===== src/rtl/kmp_prefix_table.sv =====
// Builds the KMP failure table for a pattern read from an external synchronous pattern RAM.
// The table sits in an internal register file and is exposed through a registered read port.
module kmp_prefix_table #(
  parameter int unsigned DATA_W = 8,
  parameter int unsigned ADDR_W = 5
) (
  input  logic              clk,
  input  logic              rst,
  input  logic              start,
  input  logic [ADDR_W-1:0] pat_len,
  output logic [ADDR_W-1:0] pat_addr,
  output logic              pat_rd,
  input  logic [DATA_W-1:0] pat_data,
  input  logic [ADDR_W-1:0] t_raddr,
  output logic [ADDR_W:0]   t_rdata,
  output logic              busy,
  output logic              done,
  output logic              table_valid,
  output logic              err
);

  localparam int unsigned Depth = 2 ** ADDR_W;

  typedef enum logic [2:0] {StIdle, StChk, StRdc, StCmp, StFol, StFcmp, StDone} state_e;

  state_e              state_q, state_d;
  logic [ADDR_W-1:0]   pos_q, pos_d;
  logic [ADDR_W:0]     cnd_q, cnd_d;      // two's complement, -1 is all ones
  logic [ADDR_W-1:0]   len_q, len_d;
  logic [DATA_W-1:0]   wpos_q, wpos_d;
  logic                done_q, done_d;
  logic                tv_q, tv_d;
  logic                err_q, err_d;
  logic [ADDR_W:0]     t_rdata_q, t_rdata_d;

  logic [ADDR_W:0]     tbl_q [Depth];
  logic                tbl_we;
  logic [ADDR_W-1:0]   tbl_waddr;
  logic [ADDR_W:0]     tbl_wdata;
  logic [ADDR_W:0]     t_cnd;

  // cnd is never negative when used as an index here, so the low bits address the table
  assign t_cnd = tbl_q[cnd_q[ADDR_W-1:0]];

  always_comb begin
    state_d   = state_q;
    pos_d     = pos_q;
    cnd_d     = cnd_q;
    len_d     = len_q;
    wpos_d    = wpos_q;
    done_d    = 1'b0;
    tv_d      = tv_q;
    err_d     = err_q;
    t_rdata_d = tbl_q[t_raddr];
    pat_addr  = '0;
    pat_rd    = 1'b0;
    tbl_we    = 1'b0;
    tbl_waddr = pos_q;
    tbl_wdata = cnd_q;

    unique case (state_q)
      StIdle: begin
        if (start) begin
          if (pat_len == '0) begin
            err_d = 1'b1;
          end else begin
            tbl_we    = 1'b1;
            tbl_waddr = '0;
            tbl_wdata = '1;
            pos_d     = ADDR_W'(1);
            cnd_d     = '0;
            len_d     = pat_len;
            tv_d      = 1'b0;
            err_d     = 1'b0;
            state_d   = StChk;
          end
        end
      end
      StChk: begin
        if (pos_q == len_q) begin
          tbl_we  = 1'b1;
          state_d = StDone;
        end else begin
          pat_addr = pos_q;
          pat_rd   = 1'b1;
          state_d  = StRdc;
        end
      end
      StRdc: begin
        wpos_d   = pat_data;
        pat_addr = cnd_q[ADDR_W-1:0];
        pat_rd   = 1'b1;
        state_d  = StCmp;
      end
      StCmp: begin
        tbl_we = 1'b1;
        if (wpos_q == pat_data) begin
          tbl_wdata = t_cnd;
          pos_d     = pos_q + ADDR_W'(1);
          cnd_d     = cnd_q + (ADDR_W+1)'(1);
          state_d   = StChk;
        end else begin
          cnd_d   = t_cnd;
          state_d = StFol;
        end
      end
      StFol: begin
        if (cnd_q[ADDR_W]) begin
          pos_d   = pos_q + ADDR_W'(1);
          cnd_d   = cnd_q + (ADDR_W+1)'(1);
          state_d = StChk;
        end else begin
          pat_addr = cnd_q[ADDR_W-1:0];
          pat_rd   = 1'b1;
          state_d  = StFcmp;
        end
      end
      StFcmp: begin
        if (wpos_q == pat_data) begin
          pos_d   = pos_q + ADDR_W'(1);
          cnd_d   = cnd_q + (ADDR_W+1)'(1);
          state_d = StChk;
        end else begin
          cnd_d   = t_cnd;
          state_d = StFol;
        end
      end
      StDone: begin
        done_d  = 1'b1;
        tv_d    = 1'b1;
        state_d = StIdle;
      end
      default: state_d = StIdle;
    endcase
  end

  always_ff @(posedge clk or posedge rst) begin
    if (rst) begin
      state_q   <= StIdle;
      pos_q     <= '0;
      cnd_q     <= '0;
      len_q     <= '0;
      wpos_q    <= '0;
      done_q    <= 1'b0;
      tv_q      <= 1'b0;
      err_q     <= 1'b0;
      t_rdata_q <= '0;
    end else begin
      state_q   <= state_d;
      pos_q     <= pos_d;
      cnd_q     <= cnd_d;
      len_q     <= len_d;
      wpos_q    <= wpos_d;
      done_q    <= done_d;
      tv_q      <= tv_d;
      err_q     <= err_d;
      t_rdata_q <= t_rdata_d;
    end
  end

  // Table storage is deliberately left without reset
  always_ff @(posedge clk) begin
    if (tbl_we) begin
      tbl_q[tbl_waddr] <= tbl_wdata;
    end
  end

  assign t_rdata     = t_rdata_q;
  assign busy        = (state_q != StIdle);
  assign done        = done_q;
  assign table_valid = tv_q;
  assign err         = err_q;

endmodule


===== config.mk =====
export PLATFORM = sky130hd
export DESIGN_NAME = kmp_prefix_table
export DESIGN_NICKNAME = d
export VERILOG_FILES = /design/src/rtl/kmp_prefix_table.sv
export SDC_FILE = /design/constraint.sdc
export NUM_CORES = 1
export LEC_CHECK = 0
export CAP_MARGIN = 30
export CORE_ASPECT_RATIO = 0.7
export CORE_MARGIN = 5
export CORE_UTILIZATION = 35
export CTS_CLUSTER_DIAMETER = 40
export DETAILED_ROUTE_END_ITERATION = 12
export PLACE_DENSITY = 0.51
export SLEW_MARGIN = 5
export SYNTH_ARGS = -nofsm -noshare
export SYNTH_HDL_FRONTEND = slang
export SYNTH_SLANG_ARGS = --single-unit

===== constraint.sdc =====
create_clock -name clk -period 8.35 [get_ports clk]
set_input_delay 1.2525 -clock clk [delete_from_list [all_inputs] [get_ports clk]]
set_output_delay 1.2525 -clock clk [all_outputs]
set_load 0.03 [all_outputs]

==> impl_metrics.json, run 1 <==
{
  "outcome": "finished clean",
  "synth_top_area_cell": "sky130_fd_sc_hd__edfxtp_1",
  "cts.reportedPaths.clkPinSlew_ps": 60,
  "layout.filler_cells": 2854,
  "clock_latency_ps": 570,
  "p_leak_nw": 4.20,
  "required_time_reported_for_the_critical_path_endpoint_ps": 7100,
  "synth.ff_latch_count": 228,
  "fin_crit_ps": 4290,
  "slew_headroom_pct": 30.5,
  "cts_hold_buffers": 0,
  "grt_first_pass_wirelength_mm": 46.8,
  "detail-route-antenna-nets": 0,
  "grt_max_degree": 49,
  "drt_pre_antenna_iters": 5,
  "max_slew.worst_pin.slew_ps": 1040,
  "number_of_flops_mapped_to_enable_cells_by_yosys": 192,
  "synth-seq-area-share_pct": 60.7,
  "power-per-cell-area_mw_per_mm2": 319,
  "finalCoreUtilization_pct": 41.3,
  "insertedDiodeCount": 0,
  "clock_tree_from_tritoncts": "done",
  "worstReg2RegEnd": "tbl_q[28][5]",
  "power.total_w": 0.00409,
  "drt_first_iter_violations": 716,
  "cts_made_buffers": 30,
  "path_max_fanout": 9,
  "post_cts.resized_instances": 0,
  "clock_sink_count": 228,
  "final_min_period_over_clock_period_pct": 51.4,
  "critical_path_arrival_ps": 3040,
  "netlist_area_mm2": 0.0110,
  "number_of_i_o_port_buffers": 36,
  "worst_hold_path_type": "reg -> reg",
  "final_layout_size_suffix_gt1_share_pct": 27.1,
  "netlist_top_cells_area": "sky130_fd_sc_hd__edfxtp_1 (52%), sky130_fd_sc_hd__mux4_2 (19%), sky130_fd_sc_hd__dfrtp_1 (8.2%)",
  "ctsHtreeMaxLevel": 1,
  "globalRouteTotalUtil_pct": 18.2,
  "synthesis.instances": 668,
  "hp-start": "table_valid",
  "startpoint_type_of_the_worst_setup_path": "flop",
  "synth.net_count": 692,
  "final.setup.tns_ps": 0,
  "detailroute.via_count": 6577,
  "avgViaCountPerCell": 5.70,
  "die_height_um": 158,
  "floorplan.io_pins": 37,
  "yosysTopAreaCellShare_pct": 52.5,
  "reg2reg_from": "cnd_q[0]",
  "critPathLaunch": "pos_q[4]",
  "rsz0062_at_grt": "false",
  "ys_async_rst_share_pct": 15.8,
  "fp.coreArea_mm2": 0.0311,
  "path_class": "reg -> out",
  "wl_per_cell_um": 27.7,
  "floorplan.die_area_mm2": 0.0351,
  "routabilityCongestion": 0.866,
  "clock_tree_root_buffer_cell": "sky130_fd_sc_hd__clkbuf_16",
  "die-width_um": 222,
  "starting_density_pct": 35.4,
  "timing.fmax_mhz": 233,
  "final-hold-violation-count": 0,
  "yosys_warnings": 0,
  "number_of_antenna_violations_at_the_first_check_in_global_routing": 2,
  "drcViolationCount": 0,
  "layout.cells.non_filler": 1153,
  "routed_wl_mm": 31.9,
  "peak_supply_drop_v": 0.000157,
  "r2r_slack_ps": 4390,
  "multi_input_area_mm2": 0.00406,
  "synthFlopType": "sky130_fd_sc_hd__edfxtp_1",
  "sequential_cell_area_mm2": 0.00667,
  "overflow": 0,
  "ff2ff_path_depth": 8,
  "drv_cap": 0,
  "fin_nets": 734,
  "setup.worst_path.end": "pat_rd",
  "placement_rows": 54,
  "slew_viol_final": 0,
  "post-dp-hpwl_mm": 21.8,
  "ctsLongestPathBuffers": 3,
  "syn_to_final_growth_pct": 16.8,
  "postCtsSetupBuffers": 0,
  "worst_hold_slack_ps": 493,
  "place_inst": 1098,
  "skew_ps": 33.1,
  "synthesis.area_per_instance_um2": 16.4,
  "yosys.cell_types.count": 54,
  "first_global_vias": 6608,
  "finalSetupViolations": 0,
  "cp-end-kind": "primary output"
}
-- final cells by class --
type | instances | area share, %
Timing Repair Buffer | 55 | 3.92
Sequential cell | 228 | 52.0
Clock inverter | 23 | 2.04
Clock buffer | 32 | 6.07
Multi-Input combinational cell | 386 | 31.7
Tap cell | 420 | 4.09
Inverter | 9 | 0.263
-- kinds of logic after synthesis --
logic type | count (synthesis) | synth area share (%)
AO/OA/AOI/OAI | 75 | 4.90
buffers and inverters | 54 | 2.45
adder cells (fa/ha/maj) | 3 | 0.342
multiplexers | 139 | 23.7
AND/OR/NAND/NOR | 152 | 6.64
flip-flops | 228 | 60.7
XOR/XNOR | 17 | 1.36
-- how the worst min path moves through the flow --
stage / end / slack [ps] / depth (start not counted)
detailed placement: table_valid / 490 / 1
global placement: table_valid / 460 / 1
global route: table_valid / 510 / 1
floorplan: len_q[3] / 470 / 2
finish: table_valid / 490 / 1
CTS: table_valid / 500 / 1
-- Yosys cell counts, drive strengths merged, types with 5 or more instances --
master    n
mux2i    29
a22oi     8
xor2      5
o221ai    6
edfxtp  192
a21oi    10
xnor2    12
mux4     95
nand2    38
dfrtp    36
nand3    19
nor3      6
nor2     51
a22o      8
a211oi    6
clkbuf   21
nor2b    11
buf      24
mux2     15
o21ai    12
inv       9
-- metal layers --
layer	vias up	GRT usage, %	routed length (um)
met4	0	3.43	577
li1	2787	-	-
met3	41	5.23	3100
met1	3440	28.3	15100
met5	-	0	0
met2	309	25.6	13200
-- power breakdown --
part | total, W | switching [W] | leakage (nW) | internal, W
logic | 0.00119 | 0.000745 | 1.52 | 0.000449
clock network | 0.00132 | 0.000535 | 0.493 | 0.000785
registers | 0.00158 | 0.000108 | 2.19 | 0.00147
total | 0.00409 | 0.00139 | 4.20 | 0.00270
-- state kept, by name, indices dropped and copies added (netlist names) --
name         flops
tbl_q          192
wpos_q           8
cnd_q            6
t_rdata          6
len_q            5
pos_q            5
state_q          3
done             1
err              1
table_valid      1
-- critical path, cell delays in order (launching register included) --
cell                              delay [ps]
sky130_fd_sc_hd__dfrtp_1                 580
sky130_fd_sc_hd__xnor2_1                 160
sky130_fd_sc_hd__nand3_1                 110
sky130_fd_sc_hd__nor3_1                  500
sky130_fd_sc_hd__nor3b_1                 210
sky130_fd_sc_hd__or2_2                   330
sky130_fd_sc_hd__clkdlybuf4s50_1         600
-- layout by cell type (no fill, tap or decap), types with 8 or more instances in the layout --
cell	instances
sky130_fd_sc_hd__mux2_2	15
sky130_fd_sc_hd__buf_4	19
sky130_fd_sc_hd__clkbuf_16	31
sky130_fd_sc_hd__inv_1	8
sky130_fd_sc_hd__a21oi_1	10
sky130_fd_sc_hd__xnor2_1	12
sky130_fd_sc_hd__mux4_2	95
sky130_fd_sc_hd__mux2i_1	29
sky130_fd_sc_hd__nand3_1	19
sky130_fd_sc_hd__edfxtp_1	192
sky130_fd_sc_hd__a22o_1	8
sky130_fd_sc_hd__dfrtp_1	34
sky130_fd_sc_hd__clkdlybuf4s50_1	34
sky130_fd_sc_hd__nor2b_1	11
sky130_fd_sc_hd__nand2_1	38
sky130_fd_sc_hd__a22oi_1	8
sky130_fd_sc_hd__nor2_1	51
-- through the flow --
stage                     instance area, um^2  worst slack (ps)
after floorplan                         11000              4520
after global placement                  11800              4030
after detailed placement                11800              4220
after CTS                               12800              4070
after global routing                    12800              3840
final                                   12800              4060
(Power assumes the default switching activity.)
==> run 2, diff against run 1 <==
Settings changed: PLACE_DENSITY 0.51 to 0.53.
Clock period 8.35 ns to 3.45 ns, I/O delays scaled along.
==> run 2 against run 1 <==
- flip-flop and latch count is the same
- worst hold slack got worse by 270 ps
- sequential share of layout area decreased by 1.3 points
- setup slack lost 3900 ps
- power rose by 140%
- combinational power increased to 2.5 times the previous value
- critical path depth stayed put
- critical endpoint unchanged
- largest power group unchanged
==> impl_metrics.json, run 2 (synthesized netlist as in run 1, its figures left out) <==
{
  "outcome": "finished clean",
  "grt_busiest_layer": "met1",
  "path_cells": "xnor2_1 > nand3_1 > nor3_2 > nor3b_2 > or2_2 > clkdlybuf4s50_1",
  "cts.reportedPaths.clkPinSlew_ps": 60,
  "number_of_antenna_violations_at_the_first_check_in_global_routing": 0,
  "peak_supply_drop_v": 0.000458,
  "detailroute.via_count": 6861,
  "worst_hold_path_type": "in -> async",
  "reg.largest.list": "tbl_q x192, wpos_q x8",
  "cp.depth": 6,
  "finalSetupViolations": 0,
  "clock_sink_count": 228,
  "global_route.usage.met3_pct": 3.21,
  "first_global_vias": 6716,
  "drt_first_iter_violations": 841,
  "postCtsSetupBuffers": 0,
  "die-width_um": 222,
  "worst_path_dominant_cell_family": "simple AND/OR/NAND/NOR gates",
  "cp_num_buf_inv": 1,
  "max_slew.worst_pin.slew_ps": 908,
  "largest_register": "tbl_q",
  "power-per-cell-area_mw_per_mm2": 752,
  "clock_tree_from_tritoncts": "done",
  "final_min_period_over_clock_period_pct": 95.5,
  "place_inst": 1140,
  "skew_ps": 17.4,
  "required_time_reported_for_the_critical_path_endpoint_ps": 2930,
  "fp.coreArea_mm2": 0.0311,
  "die_height_um": 158,
  "insertedDiodeCount": 0,
  "avgViaCountPerCell": 5.74,
  "clock_tree_root_buffer_cell": "sky130_fd_sc_hd__clkbuf_16",
  "detail-route-antenna-nets": 0,
  "critical_path.max_stage_delay_ps": 600,
  "worstReg2RegEnd": "tbl_q[17][5]",
  "timing.final.ws_setup_ps": 154,
  "globalRouteTotalUtil_pct": 17.7,
  "placement_rows": 54,
  "floorplan.io_pins": 37,
  "grt_first_pass_wirelength_mm": 46.4,
  "mostFrequentLayoutCell": "sky130_fd_sc_hd__edfxtp_1",
  "routed_wl_mm": 31.2,
  "drv_cap": 0,
  "pre_cts_ws_ps": 324,
  "fin_crit_ps": 3300,
  "p_leak_nw": 4.44,
  "path_class": "reg -> out",
  "power_frac_comb_pct": 30.1,
  "final-hold-violation-count": 0,
  "ctsLongestPathBuffers": 3,
  "startpoint_type_of_the_worst_setup_path": "flop",
  "internal_power_w": 0.00658,
  "setup.worst_path.end": "pat_rd",
  "seq_power_share_pct": 38.8,
  "ctsHtreeMaxLevel": 1,
  "drt_pre_antenna_iters": 5,
  "worst_hold_slack_ps": 228,
  "final.setup.tns_ps": 0,
  "wl_per_cell_um": 26.1,
  "drcViolationCount": 0,
  "power.share.clock_pct": 31.0,
  "ff2ff_path_depth": 8,
  "slew_viol_final": 0,
  "syn_to_final_growth_pct": 19.9,
  "mostFrequentLayoutCells": "sky130_fd_sc_hd__edfxtp_1 (192), sky130_fd_sc_hd__mux4_2 (95), sky130_fd_sc_hd__buf_4 (58), sky130_fd_sc_hd__nor2_1 (51), sky130_fd_sc_hd__nand2_1 (38)",
  "layout.filler_cells": 2779,
  "net-switching-power_w": 0.00333,
  "r2r_slack_ps": 390,
  "path_max_fanout": 9,
  "global_route_met1_usage_pct": 28.3,
  "crit_slowest_cell": "sky130_fd_sc_hd__clkdlybuf4s50_1",
  "final_layout_size_suffix_gt1_share_pct": 31.3,
  "floorplan.die_area_mm2": 0.0351,
  "max_reg_flops": 192,
  "rsz0062_at_grt": "false",
  "routabilityCongestion": 0.886,
  "sw_frac_of_total_pct": 33.6,
  "cts_made_buffers": 30,
  "fin_nets": 776,
  "layout.cells.non_filler": 1196,
  "overflow": 0,
  "global_route.usage.met2_pct": 25.3,
  "number_of_i_o_port_buffers": 36,
  "grt_max_degree": 33,
  "clock_latency_ps": 560,
  "cp-end-kind": "primary output",
  "slew_headroom_pct": 39.2,
  "critPathLaunch": "pos_q[0]",
  "starting_density_pct": 35.4,
  "post-dp-hpwl_mm": 22.1,
  "timing.fmax_mhz": 303,
  "reg2reg_from": "cnd_q[1]",
  "critical_path_arrival_ps": 2780
}
[run 2: metal layers]
metal / up-vias / routed length (um)
li1: 2881 / -
met1: 3587 / 14600
met2: 346 / 13100
met3: 47 / 2880
met4: 0 / 614
met5: - / 0
[run 2: worst min-delay path by stage]
stage,to
5_1_grt,wpos_q[0]
4_1_cts,wpos_q[7]
3_5_place_dp,table_valid
6_report,wpos_q[7]
3_3_place_gp,table_valid
2_1_floorplan,len_q[3]
[run 2: repair_timing]
item	CTS	global route
endpoints found under the setup margin	6	1
hold endpoints to repair	0	0
resized for setup	2	1
hold buffers	0	0
[run 2: layout make-up]
cell class / count / area (um^2) / area share, %
Clock buffer: 34 / 787 / 5.97
Clock inverter: 22 / 216 / 1.64
Inverter: 9 / 33.8 / 0.256
Multi-Input combinational cell: 386 / 4070 / 30.9
Sequential cell: 228 / 6670 / 50.6
Tap cell: 420 / 526 / 3.99
Timing Repair Buffer: 97 / 868 / 6.59
[run 2: power groups by stage]
stage | clock, W | combinational [W] | sequential (W)
6_report | 0.00307 | 0.00299 | 0.00385
5_1_grt | 0.00324 | 0.00320 | 0.00388
4_1_cts | 0.00313 | 0.00299 | 0.00385
3_5_place_dp | 0 | 0.00296 | 0.00390
3_3_place_gp | 0 | 0.00293 | 0.00389
2_1_floorplan | 0 | 0.00191 | 0.00378
[run 2: per-stage QoR]
stage | total power (W) | utilization, % | area [um^2]
final | 0.00991 | 42.4 | 13200
after global routing | 0.0103 | 42.4 | 13200
after CTS | 0.00997 | 42.4 | 13200
after detailed placement | 0.00686 | 39.1 | 12200
after global placement | 0.00682 | 39.0 | 12100
after floorplan | 0.00569 | - | 11000
